## src/rtl/hazard_unit.sv

```systemverilog
// Pipeline hazard control: latch enables/flushes and PC enable for the 5-stage pipe,
// with a RUN/MEMWAIT/HALT FSM and saturating stall/flush cycle counters.
module hazard_unit #(
  parameter int CNT_W = 16
) (
  input  logic             CLK,
  input  logic             nRST,
  input  logic             ihit,
  input  logic             dhit,
  input  logic             mem_req,
  input  logic             mem_halt,
  input  logic             ex_memread,
  input  logic [4:0]       ex_wsel,
  input  logic [4:0]       id_rs,
  input  logic [4:0]       id_rt,
  input  logic             ex_taken,
  output logic             pc_en,
  output logic             ifid_en,
  output logic             ifid_flush,
  output logic             idex_en,
  output logic             idex_flush,
  output logic             exmem_en,
  output logic             memwb_en,
  output logic             halted,
  output logic [CNT_W-1:0] stall_count,
  output logic [CNT_W-1:0] flush_count
);

  typedef enum logic [1:0] {RUN, MEMWAIT, HALT} state_t;
  state_t state, next_state;

  logic ld_use, dwait, stall_inc;

  assign ld_use = ex_memread && (ex_wsel != 5'd0) &&
                  ((ex_wsel == id_rs) || (ex_wsel == id_rt));
  assign dwait  = mem_req && !dhit;

  always_ff @(posedge CLK or negedge nRST) begin
    if (!nRST) state <= RUN;
    else       state <= next_state;
  end

  always_comb begin
    next_state = state;
    pc_en      = 1'b1;
    ifid_en    = 1'b1;
    ifid_flush = 1'b0;
    idex_en    = 1'b1;
    idex_flush = 1'b0;
    exmem_en   = 1'b1;
    memwb_en   = 1'b1;
    case (state)
      HALT: begin
        pc_en    = 1'b0;
        ifid_en  = 1'b0;
        idex_en  = 1'b0;
        exmem_en = 1'b0;
        memwb_en = 1'b0;
      end
      default: begin
        if (mem_halt) begin
          // Let the HALT itself retire into MEM/WB, freeze everything upstream.
          pc_en      = 1'b0;
          ifid_en    = 1'b0;
          idex_en    = 1'b0;
          exmem_en   = 1'b0;
          next_state = HALT;
        end else if (dwait) begin
          pc_en      = 1'b0;
          ifid_en    = 1'b0;
          idex_en    = 1'b0;
          exmem_en   = 1'b0;
          memwb_en   = 1'b0;
          next_state = MEMWAIT;
        end else begin
          next_state = RUN;
          if (ex_taken) begin
            // Squashing IF/ID also cancels any load-use against it.
            ifid_flush = 1'b1;
            idex_flush = 1'b1;
          end else if (ld_use) begin
            pc_en      = 1'b0;
            ifid_en    = 1'b0;
            idex_flush = 1'b1;
          end else if (!ihit) begin
            pc_en      = 1'b0;
            ifid_flush = 1'b1;
          end
        end
      end
    endcase
  end

  assign halted    = (state == HALT);
  assign stall_inc = !pc_en && (state != HALT) && !mem_halt;

  always_ff @(posedge CLK or negedge nRST) begin
    if (!nRST) begin
      stall_count <= '0;
      flush_count <= '0;
    end else begin
      if (stall_inc && !(&stall_count))  stall_count <= stall_count + CNT_W'(1);
      if (idex_flush && !(&flush_count)) flush_count <= flush_count + CNT_W'(1);
    end
  end

endmodule

```

## config.mk

```make
export PLATFORM = sky130hd
export DESIGN_NAME = hazard_unit
export DESIGN_NICKNAME = d
export VERILOG_FILES = /design/src/rtl/hazard_unit.sv
export SDC_FILE = /design/constraint.sdc
export NUM_CORES = 1
export LEC_CHECK = 0
export ABC_AREA = 1
export CORE_ASPECT_RATIO = 0.75
export CORE_MARGIN = 2
export CORE_UTILIZATION = 44
export DETAILED_ROUTE_END_ITERATION = 7
export GPL_TIMING_DRIVEN = 0
export PLACE_DENSITY = 0.76
export SYNTH_ARGS = -nofsm -noshare
export SYNTH_HDL_FRONTEND = slang
export SYNTH_SLANG_ARGS = --single-unit
```

## constraint.sdc

```tcl
create_clock -name CLK -period 1.6 [get_ports CLK]
set_input_delay 0.32 -clock CLK [delete_from_list [all_inputs] [get_ports CLK]]
set_output_delay 0.32 -clock CLK [all_outputs]
set_load 0.1 [all_outputs]
```

# [Yosys cells after proc, flatten, opt, wreduce, memory -nomap -nowiden]
# Cells that the tools add are included.
[totals] regBits=34 elab_cells=54
[classes] mux=29 reduce_logical=16 n_eq_ne=4 add_sub_neg=2
[ops] cell="$add 16x1->16 const B" n=2
[ops] cell="$reduce_and 16->1" n=2
[ops] cell="$mux 1" n=28
[ops] cell="$eq 5x5->1" n=2
[ops] cell="$logic_and 1x1->1" n=7
[ops] cell="$logic_not 1->1" n=5
[ops] cell="$reduce_bool 5->1" n=1
[ops] cell="$eq 2x2->1 const B" n=1
[ops] cell="$mux 2" n=1
[ops] cell="$ne 2x2->1 const B" n=1
[ops] cell="$logic_or 1x1->1" n=1

# [Longest topological paths before layout]
[depth] word_depth=12 depth_mapped=12 depth_no_buf=11

# [Worst setup path after synthesis]
# OpenSTA, ideal clock, no wires.
[synth_timing] path_type="register -> output" startpoint="reg state[1]" endpoint="out ifid_flush" arrival_time_ns=3.746 required_ns=1.280 path_stages_with_launch=8 path_slack_ns=-2.466 n_path_buf=0 cell_sequence="dfrtp_1 > inv_2 > nor2_1 > nor2_4 > inv_2 > nor2_2 > nand2_1 > a21oi_1"
[synth_between] elab_chain_len=2
[synth_rtl] element="start: declaration" line="30" source="state_t state, next_state;"
[synth_rtl] element="start signal: assignment" line="40" source="else state <= next_state;"
[synth_rtl] element="$eq 2x2->1"
[synth_rtl] element="net halted" line="24" source="output logic halted,"
[synth_rtl] element="$mux 1" line="52" source="case (state)"
[synth_rtl] element="end: declaration" line="19" source="output logic ifid_flush,"
# The timed path passes the listed nets, and every way through them passes these cells.

# [Worst setup path after layout]
[layout_timing] startpoint="reg state[1]" endpoint="out ifid_flush"
[layout_between] elab_chain_len=2
[layout_rtl] element="$eq 2x2->1" line="52"
[layout_rtl] element="$mux 1" line="52"
# Every way passes these cells.

==> results <==
-- report_power, final --
| part | leakage [nW] | internal (mW) | total [mW] | switching, mW |
|---|---|---|---|---|
| registers | 0.437 | 0.876 | 0.892 | 0.0161 |
| logic | 1.33 | 0.128 | 0.360 | 0.232 |
| clock network | 0.0455 | 0.351 | 0.673 | 0.321 |
| total | 1.81 | 1.36 | 1.92 | 0.569 |
-- cells by family (layout without fill, tap and decap cells) --
group | Yosys count | in the layout | synth area share, %
compound gates | 8 | 8 | 2.04
flops | 34 | 34 | 36.5
fa+ha+maj | 2 | 2 | 1.07
simple gates | 202 | 202 | 40.3
xor+xnor | 29 | 29 | 10.9
buf+inv | 49 | 151 | 9.23
-- sequential cells by signal (all words and copies together) (netlist names) --
signal,flops
stall_count,16
state,2
flush_count,16
-- cell type report --
cell class              instances  area, um2  share of cell area, %
plain buffers                   8       83.8                   2.28
clock buffers                   8       90.1                   2.45
inverters                      39        158                   4.29
multi-input cells             241       1530                   41.8
flip-flops and latches         34        881                   24.0
well taps                      72       90.1                   2.45
repair buffers                 96        836                   22.8
-- how the worst min path moves through the flow --
stage                                from                     endpoint  slack [ns]  depth (start not counted)
3_5_place_dp                         nRST  flush_count[11]$_DFFE_PN0P_        0.44                          1
6_report                             nRST         state[1]$_DFFE_PN0N_        0.11                          1
4_1_cts                              nRST  stall_count[13]$_DFFE_PN0P_        0.13                          1
3_3_place_gp   stall_count[9]$_DFFE_PN0P_   stall_count[9]$_DFFE_PN0P_        0.50                          2
5_1_grt                              nRST   stall_count[6]$_DFFE_PN0P_        0.18                          1
2_1_floorplan                        nRST   flush_count[0]$_DFFE_PN0P_        0.02                          0
-- metrics by stage --
stage,setup slack [ns],TNS [ns]
6_report,-0.336,-1.66
5_1_grt,-0.403,-3.10
4_1_cts,-0.321,-2.40
3_5_place_dp,-1.77,-34.79
3_3_place_gp,-1.75,-55.53
2_1_floorplan,-0.876,-17.67
-- what timing repair did --
action                                  in CTS  in global routing
pin swaps                                   25                 30
hold buffers                                 0                  0
gates resized for setup                    255                123
buffers inserted                            21                 12
endpoints found under the setup margin      72                 57
gates cloned                                 1                  2
-- per-layer routing --
metal  wire [um]  up-vias  part of all wire, %
met2        3580       99                   47
li1            -     1233                    -
met4          76        0                  1.0
met5           0        -                    0
met3         564        9                  7.4
met1        3350     1209                   44
-- worst max-delay path: cells and delay by family, from the launching register on --
family | cells | cell delay [ns]
AO/OA/AOI/OAI | 1 | 0.15
buffers and inverters | 4 | 0.47
flip-flops | 1 | 0.39
AND/OR/NAND/NOR | 4 | 0.31
-- placed cells by master (no fill, tap or decap), types with 3 or more instances in the layout --
master,count
buf_12,8
buf_2,26
buf_4,30
buf_6,17
clkbuf_2,7
clkbuf_8,6
clkdlybuf4s18_2,3
dfrtp_1,16
dfrtp_2,15
dfrtp_4,3
dlymetal6s2s_1,5
inv_1,27
inv_2,8
inv_4,3
nand2_1,76
nand2_2,25
nand2_4,4
nand3_1,28
nand3_4,5
nand4_1,20
nor2_1,20
nor2_2,5
nor2_4,7
nor3_1,5
o21ai_1,4
xnor2_1,14
xor2_1,15
==> results.py <==
metrics = {
    "die": {
        "die_area_mm2": 0.00590,
        "die_w_um": 88.1,
        "coreArea_mm2": 0.00501,
        "initial_utilization_pct": 46.6,
        "die_h_um": 67.1,
        "fp-row-count": 22,
        "io_pins": 63,
    },
    "route": {
        "ant_nets": 0,
        "firstDrtPassIters": 5,
        "num_vias": 2550,
        "wl_per_cell_um": 15.2,
        "drc_errors": 0,
        "vias_per_cell": 5.12,
        "routed_wl_um": 7580,
        "drt_iter0_markers": 180,
    },
    "synth": {
        "syn_avg_cell_area_um2": 7.20,
        "ys_async_sr_fraction_pct": 100,
        "seq_area_frac_synth_pct": 36.5,
        "synth-edff-count": 0,
        "ys_seq_elements": 34,
        "synth_cell_types": 29,
        "synth_top_area_cell": "dfrtp_1",
        "syn_nets": 349,
        "synth.most_common_cell": "nand2_1",
        "synth_flop_cell": "dfrtp_1",
        "synth_commonest_cells": "nand2_1, dfrtp_1, inv_1, nand3_1, nor2_1",
        "yosysTopAreaCellShare_pct": 36.5,
        "synthCells": 324,
        "yosys_warnings": 0,
        "syn_area_mm2": 0.00233,
        "ys_top_cells_by_area": "dfrtp_1, nand2_1, nand3_1",
    },
    "power_and_ir_drop": {
        "leakage_nw": 1.81,
        "ir_worst_vdd_mv": 0.559,
        "totalPowerFinal_mw": 1.92,
        "p_per_area_mw_per_mm2": 524,
    },
    "setup_path": {
        "ff2ff_path_depth": 9,
        "rrSetupSlack_ns": 0,
        "crit_arrival_ns": 1.62,
        "worst-setup-path-type": "flop to output port",
        "cp.required_ns": 1.28,
        "slowest_stage": "dfrtp_1",
        "path_max_fanout": 3,
        "critical_path.cell_chain": "inv_2 > nor2_4 > nor2_4 > inv_2 > nor2_4 > buf_12 > nand2_8 > a21oi_4 > buf_12",
        "cpPeakStageDelay_ns": 0.39,
        "critPathCaptureType": "output port",
        "crit_start": "state[1]$_DFFE_PN0N_",
        "r2r-end": "stall_count[5]$_DFFE_PN0P_",
        "r2r-start": "stall_count[0]$_DFFE_PN0P_",
        "endpoint": "ifid_flush",
        "worst_setup_path_start_kind": "flop",
        "cpMostUsedCell": "nor2_4",
    },
    "layout": {
        "final_nets": 450,
        "finalCoreUtilization_pct": 73.3,
        "drive_above_1_share_pct": 44.6,
        "fillers": 382,
        "fin_area_mm2": 0.00367,
        "n_antenna_cell": 0,
        "stdcell_count": 498,
        "areaGrowthSynthToFinish_pct": 57.4,
    },
    "cts": {
        "clockRootBuffer": "clkbuf_8",
        "clkSinkCount": 34,
        "cts_tree": "done",
        "cts_buffers": 5,
        "cts_max_path_buffers": 2,
        "cts.htree.levels": 2,
        "path_clk_slew_ns": 0.08,
        "clkLatencyLatePin_ns": 0.29,
    },
    "sta": {
        "finalCriticalPeriod_ns": 1.94,
        "slew_headroom_pct": 46.9,
        "timing.final.crit_share_pct": 121,
        "finalHoldViolCount": 0,
        "worst_slew_pin_slew_ns": 0.797,
        "fin_hold_ws_ns": 0.114,
        "setup_violations": 6,
        "fin_ws_ns": -0.336,
        "rsz0062_at_grt": "true",
        "drv_slew": 0,
        "fmax_mhz": 517,
        "finalClockSkew_ns": 0.0102,
    },
    "placement": {
        "place_area_mm2": 0.00314,
        "gp_congestion": 0.967,
        "place_hpwl_um": 4510,
        "port_buffers": 62,
        "dp.cells": 458,
    },
    "run_status": {
        "failed_checks": "negative setup slack",
        "status": "complete, but fails checks",
    },
    "job": {
        "max_cap_violations": 0,
    },
    "global_routing": {
        "grt_pass1_vias": 2326,
        "busiest_layer": "met2",
        "use_met3_pct": 4.58,
        "grt_max_degree": 35,
        "use_met2_pct": 39.5,
        "antenna_found_initial": 0,
        "grt_pass1_wl_um": 10900,
        "grt.overflow.total": 0,
        "grt_usage_pct": 23.9,
        "met1_usage_pct": 32.8,
    },
    "min_path": {
        "holdCritPathClass": "input port to async pin",
    },
}
Power figures use the tool's default switching activity.
